`config.mk`:
```
export PLATFORM = sky130hd
export DESIGN_NAME = uart_tx
export DESIGN_NICKNAME = d
export VERILOG_FILES = /design/src/rtl/uart_pkg.sv /design/src/rtl/uart_tx.sv
export SDC_FILE = /design/constraint.sdc
export NUM_CORES = 1
export LEC_CHECK = 0
export CAP_MARGIN = 20
export CORE_MARGIN = 2
export CORE_UTILIZATION = 30
export DETAILED_ROUTE_END_ITERATION = 10
export PLACE_DENSITY = 0.46
export SETUP_SLACK_MARGIN = 0.1
export SYNTH_ARGS = -nofsm -noshare
export SYNTH_HDL_FRONTEND = slang
export SYNTH_SLANG_ARGS = --single-unit
```
`constraint.sdc`:
```
create_clock -name clk -period 1.4 [get_ports clk]
set_input_delay 0.28 -clock clk [delete_from_list [all_inputs] [get_ports clk]]
set_output_delay 0.28 -clock clk [all_outputs]
set_load 0.05 [all_outputs]
```
`src/rtl/uart_pkg.sv`:
```
// Shared UART definitions: FSM state encoding, baud-rate constants and frame defaults.
// Imported by the transmitter and by its sibling baud tick generator.
package uart_pkg;

    localparam logic [2:0] ST_IDLE   = 3'd0;
    localparam logic [2:0] ST_SYNC   = 3'd1;
    localparam logic [2:0] ST_START  = 3'd2;
    localparam logic [2:0] ST_DATA   = 3'd3;
    localparam logic [2:0] ST_PARITY = 3'd4;
    localparam logic [2:0] ST_STOP   = 3'd5;

    typedef enum logic [2:0] {
        S_IDLE   = ST_IDLE,
        S_SYNC   = ST_SYNC,
        S_START  = ST_START,
        S_DATA   = ST_DATA,
        S_PARITY = ST_PARITY,
        S_STOP   = ST_STOP
    } tx_state_e;

    // 9600 baud from a 50 MHz system clock
    localparam int CLK_HZ     = 50_000_000;
    localparam int BAUD_RATE  = 9_600;
    localparam int BAUD_DIV   = CLK_HZ / BAUD_RATE;
    localparam int BAUD_CNT_W = $clog2(BAUD_DIV);

    localparam int DEF_DATA_BITS  = 8;
    localparam int DEF_PARITY_EN  = 0;
    localparam int DEF_PARITY_ODD = 0;
    localparam int DEF_STOP_BITS  = 1;

    // Transmitted parity bit from the running XOR of the data bits
    function automatic logic parity_out(input logic acc, input logic odd);
        return acc ^ odd;
    endfunction

endpackage

```
`src/rtl/uart_tx.sv`:
```
// UART transmitter: serialises one word per start/busy/done handshake, LSB first,
// advancing one bit per sample_tick from the baud generator.
module uart_tx
    import uart_pkg::*;
#(
    parameter int DATA_BITS  = DEF_DATA_BITS,
    parameter int PARITY_EN  = DEF_PARITY_EN,
    parameter int PARITY_ODD = DEF_PARITY_ODD,
    parameter int STOP_BITS  = DEF_STOP_BITS
) (
    input  logic                 clk,
    input  logic                 rst,
    input  logic                 sample_tick,
    input  logic                 tx_start,
    input  logic [DATA_BITS-1:0] tx_data,
    output logic                 tx,
    output logic                 tx_busy,
    output logic                 tx_done
);

    localparam logic [2:0] LAST_IDX  = 3'(DATA_BITS - 1);
    localparam logic       LAST_STOP = 1'(STOP_BITS - 1);
    localparam logic       ODD_SENSE = 1'(PARITY_ODD);

    tx_state_e            state_r;
    logic [DATA_BITS-1:0] shift_r;
    logic [2:0]           bit_idx_r;
    logic                 stop_cnt_r;
    logic                 parity_r;
    logic                 tx_r;
    logic                 busy_r;
    logic                 done_r;

    // Frame sequencer; shift_r[0] always holds the bit currently on the line
    always_ff @(posedge clk) begin
        if (rst) begin
            state_r    <= S_IDLE;
            shift_r    <= '0;
            bit_idx_r  <= 3'd0;
            stop_cnt_r <= 1'b0;
            parity_r   <= 1'b0;
            tx_r       <= 1'b1;
            busy_r     <= 1'b0;
            done_r     <= 1'b0;
        end else begin
            done_r <= 1'b0;
            case (state_r)
                S_IDLE: begin
                    tx_r <= 1'b1;
                    if (tx_start) begin
                        shift_r  <= tx_data;
                        parity_r <= 1'b0;
                        busy_r   <= 1'b1;
                        state_r  <= S_SYNC;
                    end else begin
                        busy_r <= 1'b0;
                    end
                end
                S_SYNC: begin
                    if (sample_tick) begin
                        tx_r    <= 1'b0;
                        state_r <= S_START;
                    end else begin
                        tx_r <= 1'b1;
                    end
                end
                S_START: begin
                    if (sample_tick) begin
                        tx_r      <= shift_r[0];
                        bit_idx_r <= 3'd0;
                        parity_r  <= parity_r ^ shift_r[0];
                        state_r   <= S_DATA;
                    end else begin
                        tx_r <= 1'b0;
                    end
                end
                S_DATA: begin
                    if (sample_tick) begin
                        if (bit_idx_r < LAST_IDX) begin
                            shift_r   <= shift_r >> 1;
                            tx_r      <= shift_r[1];
                            bit_idx_r <= bit_idx_r + 3'd1;
                            parity_r  <= parity_r ^ shift_r[1];
                        end else if (PARITY_EN != 0) begin
                            tx_r    <= parity_out(parity_r, ODD_SENSE);
                            state_r <= S_PARITY;
                        end else begin
                            tx_r       <= 1'b1;
                            stop_cnt_r <= 1'b0;
                            state_r    <= S_STOP;
                        end
                    end else begin
                        tx_r <= shift_r[0];
                    end
                end
                S_PARITY: begin
                    if (sample_tick) begin
                        tx_r       <= 1'b1;
                        stop_cnt_r <= 1'b0;
                        state_r    <= S_STOP;
                    end else begin
                        tx_r <= tx_r;
                    end
                end
                S_STOP: begin
                    tx_r <= 1'b1;
                    if (sample_tick) begin
                        if (stop_cnt_r == LAST_STOP) begin
                            busy_r  <= 1'b0;
                            done_r  <= 1'b1;
                            state_r <= S_IDLE;
                        end else begin
                            stop_cnt_r <= stop_cnt_r + 1'b1;
                        end
                    end else begin
                        stop_cnt_r <= stop_cnt_r;
                    end
                end
                default: begin
                    state_r <= S_IDLE;
                    tx_r    <= 1'b1;
                    busy_r  <= 1'b0;
                end
            endcase
        end
    end

    assign tx      = tx_r;
    assign tx_busy = busy_r;
    assign tx_done = done_r;

endmodule

```
# Word level (Yosys, flattened, before mapping)
# Index checks and enable logic that the tools add are counted.
dict set report totals {
  register_bits 18
  wordCells 72
  out_inout_bits 3
  input_bits 12
}
dict set report op_classes {
  reduce_logical 11
  bitwise_logic 3
  order_cmp 1
  muxes 34
  n_eq_ne 14
  add_sub_neg 2
}
# op n
set ops {}
lappend ops {{3-bit two-way mux} 11}
lappend ops {{8-bit two-way mux} 3}
lappend ops {{2-bit != test, second input constant} 9}
lappend ops {{3-bit case mux with 6 select lines} 1}
lappend ops {{8-bit case mux with 2 select lines} 1}
lappend ops {{1-bit two-way mux} 14}
lappend ops {{4-bit AND reduction} 2}
lappend ops {{8-bit AND reduction} 1}
lappend ops {{3-bit by 2-bit == test with 1-bit output, second input constant} 2}
lappend ops {{3-bit == test, second input constant} 2}
lappend ops {{1-bit case mux with 3 select lines} 2}
lappend ops {{3-bit case mux with 2 select lines} 1}
lappend ops {{5-bit AND reduction} 1}
lappend ops {{1-bit case mux with 4 select lines} 1}
lappend ops {{2-bit nonzero test} 2}
lappend ops {{4-bit OR reduction} 1}
lappend ops {{3-bit by 1-bit adder with 3-bit output, second input constant} 1}
lappend ops {{3-bit by 1-bit == test with 1-bit output, second input constant} 1}
lappend ops {{3-bit logical NOT} 1}
lappend ops {{3-bit < comparator, second input constant} 1}
lappend ops {{1-bit NOT} 3}
lappend ops {{3-bit AND reduction} 1}
lappend ops {{3-bit nonzero test} 1}
lappend ops {{3-bit OR reduction} 1}
lappend ops {{1-bit adder, second input constant} 1}

# Longest topological paths before layout
# Gate-level depths: netlist (run 1).
dict set report logic_depth {
  word_depth 4
  ltp_mapped 5
  depth_no_buf 3
}

# Least setup slack after synthesis (run 1)
# Ideal clock, no wire load.
dict set report synth_timing {
  kind {reg-to-reg}
  from {reg state_r[0]}
  to {reg shift_r[7]}
  path_stages_with_launch 6
  t_arrival_ps 1221
  setup_ps 72
  setup_slack_ps 107
  path_buffers 2
  period_less_slack_ps 1293
  required_ps 1328
  path_cell_list {dfxtp_1 > buf_6 > nor4b_4 > a21o_1 > buf_6 > mux2i_1}
}
dict set report synth_via {
  elab_chain_len 3
  word_cells_on_any_way 8
  cone_classes {eq/ne: 4; mux: 1; reduce/logical: 3}
}
# item line
set synth_lines {}
lappend synth_lines {{start, declared} uart_tx.sv:25} ;# tx_state_e state_r;
lappend synth_lines {{start signal, assigned} uart_tx.sv:37} ;# state_r <= S_IDLE;
lappend synth_lines {{start signal, assigned} uart_tx.sv:54} ;# state_r <= S_SYNC;
lappend synth_lines {{start signal, assigned} uart_tx.sv:62} ;# state_r <= S_START;
lappend synth_lines {{3-bit by 2-bit == test with 1-bit output / 3-bit logical NOT (equally long branches)} uart_tx.sv:47} ;# case (state_r)
lappend synth_lines {{2-bit != test (no source line) / 2-bit nonzero test (equally long branches)} -}
lappend synth_lines {{4-bit AND reduction (no source line)} -}
lappend synth_lines {{end signal, assigned} uart_tx.sv:51} ;# shift_r <= tx_data;
lappend synth_lines {{end signal, assigned} uart_tx.sv:80} ;# shift_r <= shift_r >> 1;
lappend synth_lines {{end, declared} uart_tx.sv:26} ;# logic [DATA_BITS-1:0] shift_r;
# Several ways; a longest one is shown, not always the timed one.
# A chain may end at the register's enable or synchronous reset.

# Worst setup path in the final report (run 1)
dict set report layout_timing {
  from {in sample_tick}
  to {reg bit_idx_r[1]}
}
dict set report layout_via {
  elab_chain_len 2
  word_cells_on_any_way 3
  cone_classes {eq/ne: 2; reduce/logical: 1}
}
# item line
set layout_lines {}
lappend layout_lines {{start, declared} uart_tx.sv:13} ;# input logic sample_tick,
lappend layout_lines {{2-bit != test (no source line)} -}
lappend layout_lines {{4-bit AND reduction (no source line) *} -}
lappend layout_lines {{end signal, assigned} uart_tx.sv:82} ;# bit_idx_r <= bit_idx_r + 3'd1;
lappend layout_lines {{end, declared} uart_tx.sv:27} ;# logic [2:0] bit_idx_r;
# Mark *: on every way between the ends. The rest lies on a longest branch, timed or not.

==> impl_metrics.toml, run 1 <==
[outcome]
status = "complete, but fails checks"
violations = "design-rule violations"

[sta]
skew_ps = 2.241
relSlewSlack_pct = 79.47
max_freq_mhz = 773.7
period_minus_slack_ps = 1293
grt_setup_unrepaired = "yes"
hold_viol = 0
setup_viol = 0
slew_violations = 0
worst_pin_slew_ps = 304.1
min_period_over_period_pct = 92.32

[power_and_ir_drop]
p_leak_uw = 0.0004896
peakVddDrop_mv = 0.4240
power_density_nw_per_um2 = 870.5
power_uw = 1052

[synthesis]
yosys_warnings = 0
syn_area_um2 = 904.6
yosysSeqAreaShare_pct = 37.62
ys.flop_type = "dfxtp_1"
synth_seq_cells = 17
synth_nets = 112
syn_avg_cell_area_um2 = 9.138
synth_cells = 99
ys_types = 28
async_flop_share_pct = 0
synth_edf_count = 0

[job]
max_cap_violations = 0

[worst_setup_path]
worstPathArrival_ps = 1520
rrSetupSlack_ps = 170
slowest_delay_ps = 500
start_kind = "primary input"
regToRegEndpoint = "shift_r[7]"
rr_worst_depth = 3
cp.required_ps = 1630
path_max_fanout = 5
cp-end-kind = "flip-flop"
crit_type = "primary input to flip-flop"
rr_startpoint = "state_r[1]"
path_cells = "clkdlybuf4s50_1, buf_4, nand2_1, a211oi_1, mux2i_1"
cp_slowest_cell = "clkdlybuf4s50_1"

[global_routing]
grt_pass1_wl_mm = 3.491
grt_max_degree = 14
grtUsageTotal_pct = 13.38
grt.overflow.total = 0
antenna_found_initial = 0
first_global_vias = 760

[floorplan]
die_w_um = 58.91
core_area_um2 = 2805
num_rows = 19
pin_count = 15
dieArea_um2 = 3470
die_h_um = 58.91
start_util_pct = 32.25

[finish]
layout_commonest_cell = "dfxtp_1"
syn_to_final_growth_pct = 33.61
nFillCells = 289
final_cell_mix = "dfxtp_1 (14), a211oi_1 (13), clkdlybuf4s50_1 (11), buf_4 (11), mux2i_1 (10)"
fin_cells = 151
stdcell_area_um2 = 1209
fin_util_pct = 43.09
diodes = 0
drive_gt1_share_pct = 24.17
layout.nets = 134

[clocking]
clockBufferDepth = 2
path_clk_slew_ps = 110
cts_root_buffer = "clkbuf_4"
cts_buffers = 3
ctsHoldBuffers = 0
postCtsSetupRepairBufs = 0
clk_latency_ps = 290
tritoncts = "yes"
clock-sinks = 17
htreeDepth = 1

[detailed_routing]
dr.pass1.iters = 7
dr_total_vias = 811
wl_mm = 2.061
routed_via_density = 5.371
drc = 2
avgRoutedWirePerCell_um = 13.65
ant_nets = 0
drtIter0Drc = 23

[placed_design]
port_buffers = 14
hpwl_mm = 1.504
place_inst = 147
placed_cell_area_um2 = 1150
gp_congestion = 0.7211

[min_path]
min_to = "shift_r[7]"
hold_path_depth = 2
hold_start = "shift_r[7]"
min_path_type = "flip-flop to flip-flop"
==> cell usage after synthesis (2+ instances only) <==
| master | number | area (um^2) |
|---|---|---|
| a21oi_1 | 4 | 20.02 |
| or3_1 | 2 | 12.51 |
| nor2_1 | 5 | 18.77 |
| nand3b_1 | 3 | 22.52 |
| a211oi_1 | 15 | 112.6 |
| mux2i_1 | 10 | 100.1 |
| buf_6 | 2 | 22.52 |
| nand2_1 | 5 | 18.77 |
| buf_2 | 4 | 20.02 |
| inv_1 | 3 | 11.26 |
| clkbuf_1 | 3 | 11.26 |
| dfxtp_1 | 17 | 340.3 |
| o21ai_0 | 6 | 30.03 |
| nor4_1 | 2 | 12.51 |
| nand3_1 | 4 | 20.02 |
| o311ai_0 | 2 | 17.52 |
==> area by class of cell <==
class / count / area (um^2) / share of cell area [%]
Multi-Input combinational cell: 69 / 509.2 / 42.13
Sequential cell: 17 / 346.6 / 28.67
Timing Repair Buffer: 27 / 275.3 / 22.77
Tap cell: 31 / 38.79 / 3.209
Clock buffer: 3 / 22.52 / 1.863
Inverter: 3 / 11.26 / 0.9317
Clock inverter: 1 / 5.005 / 0.4141
==> worst max path at each step <==
stage           startpoint           end  cells after the start
2_1_floorplan   state_r[0]    shift_r[7]                      5
3_3_place_gp   sample_tick    shift_r[7]                      4
3_5_place_dp   sample_tick    shift_r[7]                      4
4_1_cts         state_r[0]    state_r[2]                      4
5_1_grt        sample_tick  bit_idx_r[2]                      5
6_report       sample_tick  bit_idx_r[1]                      5
==> repair_timing <==
| action | in CTS | in global routing |
|---|---|---|
| resized for setup | 3 | 7 |
| cloned | 0 | 0 |
| endpoints found under the setup margin | 11 | 13 |
| pin swaps | 0 | 4 |
==> state kept, by name (all words and copies together) (netlist names) <==
name	count
state_r	3
tx_done	1
shift_r	8
tx	1
tx_busy	1
bit_idx_r	3
==> logic make-up after synthesis <==
kind of cell	share of synthesized area [%]
buffers and inverters	8.022
adder cells (fa/ha/maj)	1.383
AND/OR/NAND/NOR	18.26
multiplexers	11.07
flip-flops	37.62
AO/OA/AOI/OAI	23.65
==> power by group <==
group          internal, uW  switching, uW  leakage (uW)
combinational           126            109      0.000331
sequential              518           29.4      0.000141
clock                   106            164     0.0000177
total                   750            302      0.000490
==> critical path, delay by kind of cell <==
family,cells,cell delay (ps)
buffers and inverters,2,640
AOI/OAI and AO/OA,1,290
muxes,1,210
and+or+nand+nor,1,100
==> through the flow <==
stage | setup slack [ps] | TNS, ps | hold slack [ps]
3_3_place_gp | -222.9 | -2569 | 447.3
2_1_floorplan | 107.3 | 0 | 358.7
5_1_grt | 65.17 | 0 | 502.6
4_1_cts | 107.2 | 0 | 478.5
3_5_place_dp | -232.8 | -2642 | 459.5
6_report | 107.5 | 0 | 468.1
==> layer usage <==
| metal | wire (um) | part of all wire, % | vias to the layer above | global-route usage [%] |
|---|---|---|---|---|
| met4 | 13 | 0.63 | 0 | 4.870 |
| met5 | 0 | 0 | - | 0 |
| li1 | - | - | 418 | - |
| met2 | 1001 | 49 | 9 | 21.27 |
| met3 | 60 | 2.9 | 2 | 2.637 |
| met1 | 987 | 48 | 382 | 17.98 |
(Power assumes the default switching activity.)
==> inputs of run 2 (changes only) <==
- CORE_UTILIZATION: 30 -> 43
- PLACE_DENSITY: 0.46 -> 0.63
- clock period: 1.4 -> 1.3 ns (I/O delays scaled with it)
==> impl_metrics.toml, run 2 (synthesis results as in run 1) <==
[outcome]
status = "finished clean"

[worst_setup_path]
cp.required_ps = 1510
critPathBufInv = 1
cp_slowest_cell = "dfxtp_2"
start_kind = "flip-flop"
worstPathArrival_ps = 1450
path_cells = "nor4b_4, buf_6, a211oi_2, a211oi_2"
crit_type = "flip-flop to flip-flop"
cp-end-kind = "flip-flop"
crit_family = "flip-flops"
slowest_delay_ps = 370
path_max_fanout = 8
path_common_cell = "a211oi_2"

[finish]
layout.nets = 137
syn_to_final_growth_pct = 40.66
largest_reg_flops = 8
final_cell_mix = "buf_4 (14), dfxtp_1 (13), mux2i_1 (10), clkdlybuf4s50_1 (9), a211oi_2 (8)"
diodes = 0
nFillCells = 153
stdcell_area_um2 = 1272
layout_commonest_cell = "buf_4"
top_register = "shift_r"
reg_top3 = "shift_r (8), bit_idx_r (3), state_r (3)"
drive_gt1_share_pct = 34.15

[sta]
setup-tns-final_ps = 0
setup_viol = 0
max_freq_mhz = 805.7
skew_ps = 6.354
finalWorstSetupSlack_ps = 58.78
grt_setup_unrepaired = "yes"
relSlewSlack_pct = 80.14
period_minus_slack_ps = 1241
worst_pin_slew_ps = 296.6
slew_violations = 0
hold_viol = 0
whs_ps = 464.6
min_period_over_period_pct = 95.48

[global_routing]
grtUsageTotal_pct = 19.28
first_global_vias = 831
grt.overflow.total = 0
grt_pass1_wl_mm = 3.657
grt_max_degree = 14
antenna_found_initial = 0

[min_path]
min_path_type = "flip-flop to flip-flop"

[clocking]
path_clk_slew_ps = 100
cts_root_buffer = "clkbuf_4"
tritoncts = "yes"
clockBufferDepth = 2
clk_latency_ps = 290
clock-sinks = 17
cts_buffers = 3
htreeDepth = 1
ctsHoldBuffers = 0

[power_and_ir_drop]
power_uw = 1159
p_leak_uw = 0.0005276
peakVddDrop_mv = 0.5441
power_density_nw_per_um2 = 910.7

[floorplan]
start_util_pct = 45.64
core_area_um2 = 1982
dieArea_um2 = 2487
die_w_um = 49.87
pin_count = 15
die_h_um = 49.87
num_rows = 16

[detailed_routing]
wl_mm = 2.257
dr.pass1.iters = 4
avgRoutedWirePerCell_um = 15.05
drc = 0
ant_nets = 0
routed_via_density = 5.513
drtIter0Drc = 9
dr_total_vias = 827

[placed_design]
place_ws_ps = -345.6
placed_cell_area_um2 = 1142
gp_congestion = 0.7559
port_buffers = 14
hpwl_mm = 1.499

[job]
max_cap_violations = 0
run 2: what timing repair did:
item | in CTS | in global routing
pin swaps | 3 | 5
resized for setup | 8 | 15
setup buffers | 3 | 1
setup endpoints to repair | 13 | 12
gates cloned | 0 | 0
run 2: worst register-to-register path: cells and delay by family, from the launching register on:
kind	cells	cell delay, ps
AO/OA/AOI/OAI	2	250
buffers and inverters	1	200
AND/OR/NAND/NOR	1	360
flip-flops	1	370
run 2: layout make-up:
type	instances	area [um^2]	area share [%]
inverter	3	11.26	0.8850
sequential	17	350.3	27.53
multi-input combinational	69	556.8	43.76
clock buffer	3	22.52	1.770
timing repair buffer	30	292.8	23.01
clock inverter	1	5.005	0.3933
tap	27	33.78	2.655
run 2: per-layer routing:
metal  GRT usage [%]  up-vias  share of wire, %
met4           9.722        0              0.53
li1                -      424                 -
met3           4.545        2               2.3
met2           31.78       11                51
met5               0        -                 0
met1           23.30      390                46
run 2: stage by stage:
step                instances  utilization, %
global route              150           64.20
detailed placement        142           57.64
finish                    150           64.20
CTS                       149           61.17
floorplan                  99               -
global placement          142           57.64
run 2: where the power goes:
part           internal (uW)  total, uW  switching [uW]
Combinational            151        284             132
Sequential               558        592            34.7
Clock                    114        283             169
run 2: final timing paths:
kind | startpoint | endpoint | slack (ps) | depth (start not counted)
setup / recovery | state_r[0] | shift_r[2] | 60 | 4
hold / removal | shift_r[7] | shift_r[7] | 460 | 2
setup reg to reg | state_r[0] | shift_r[2] | 60 | 4
hold reg to reg | shift_r[7] | shift_r[7] | 460 | 2
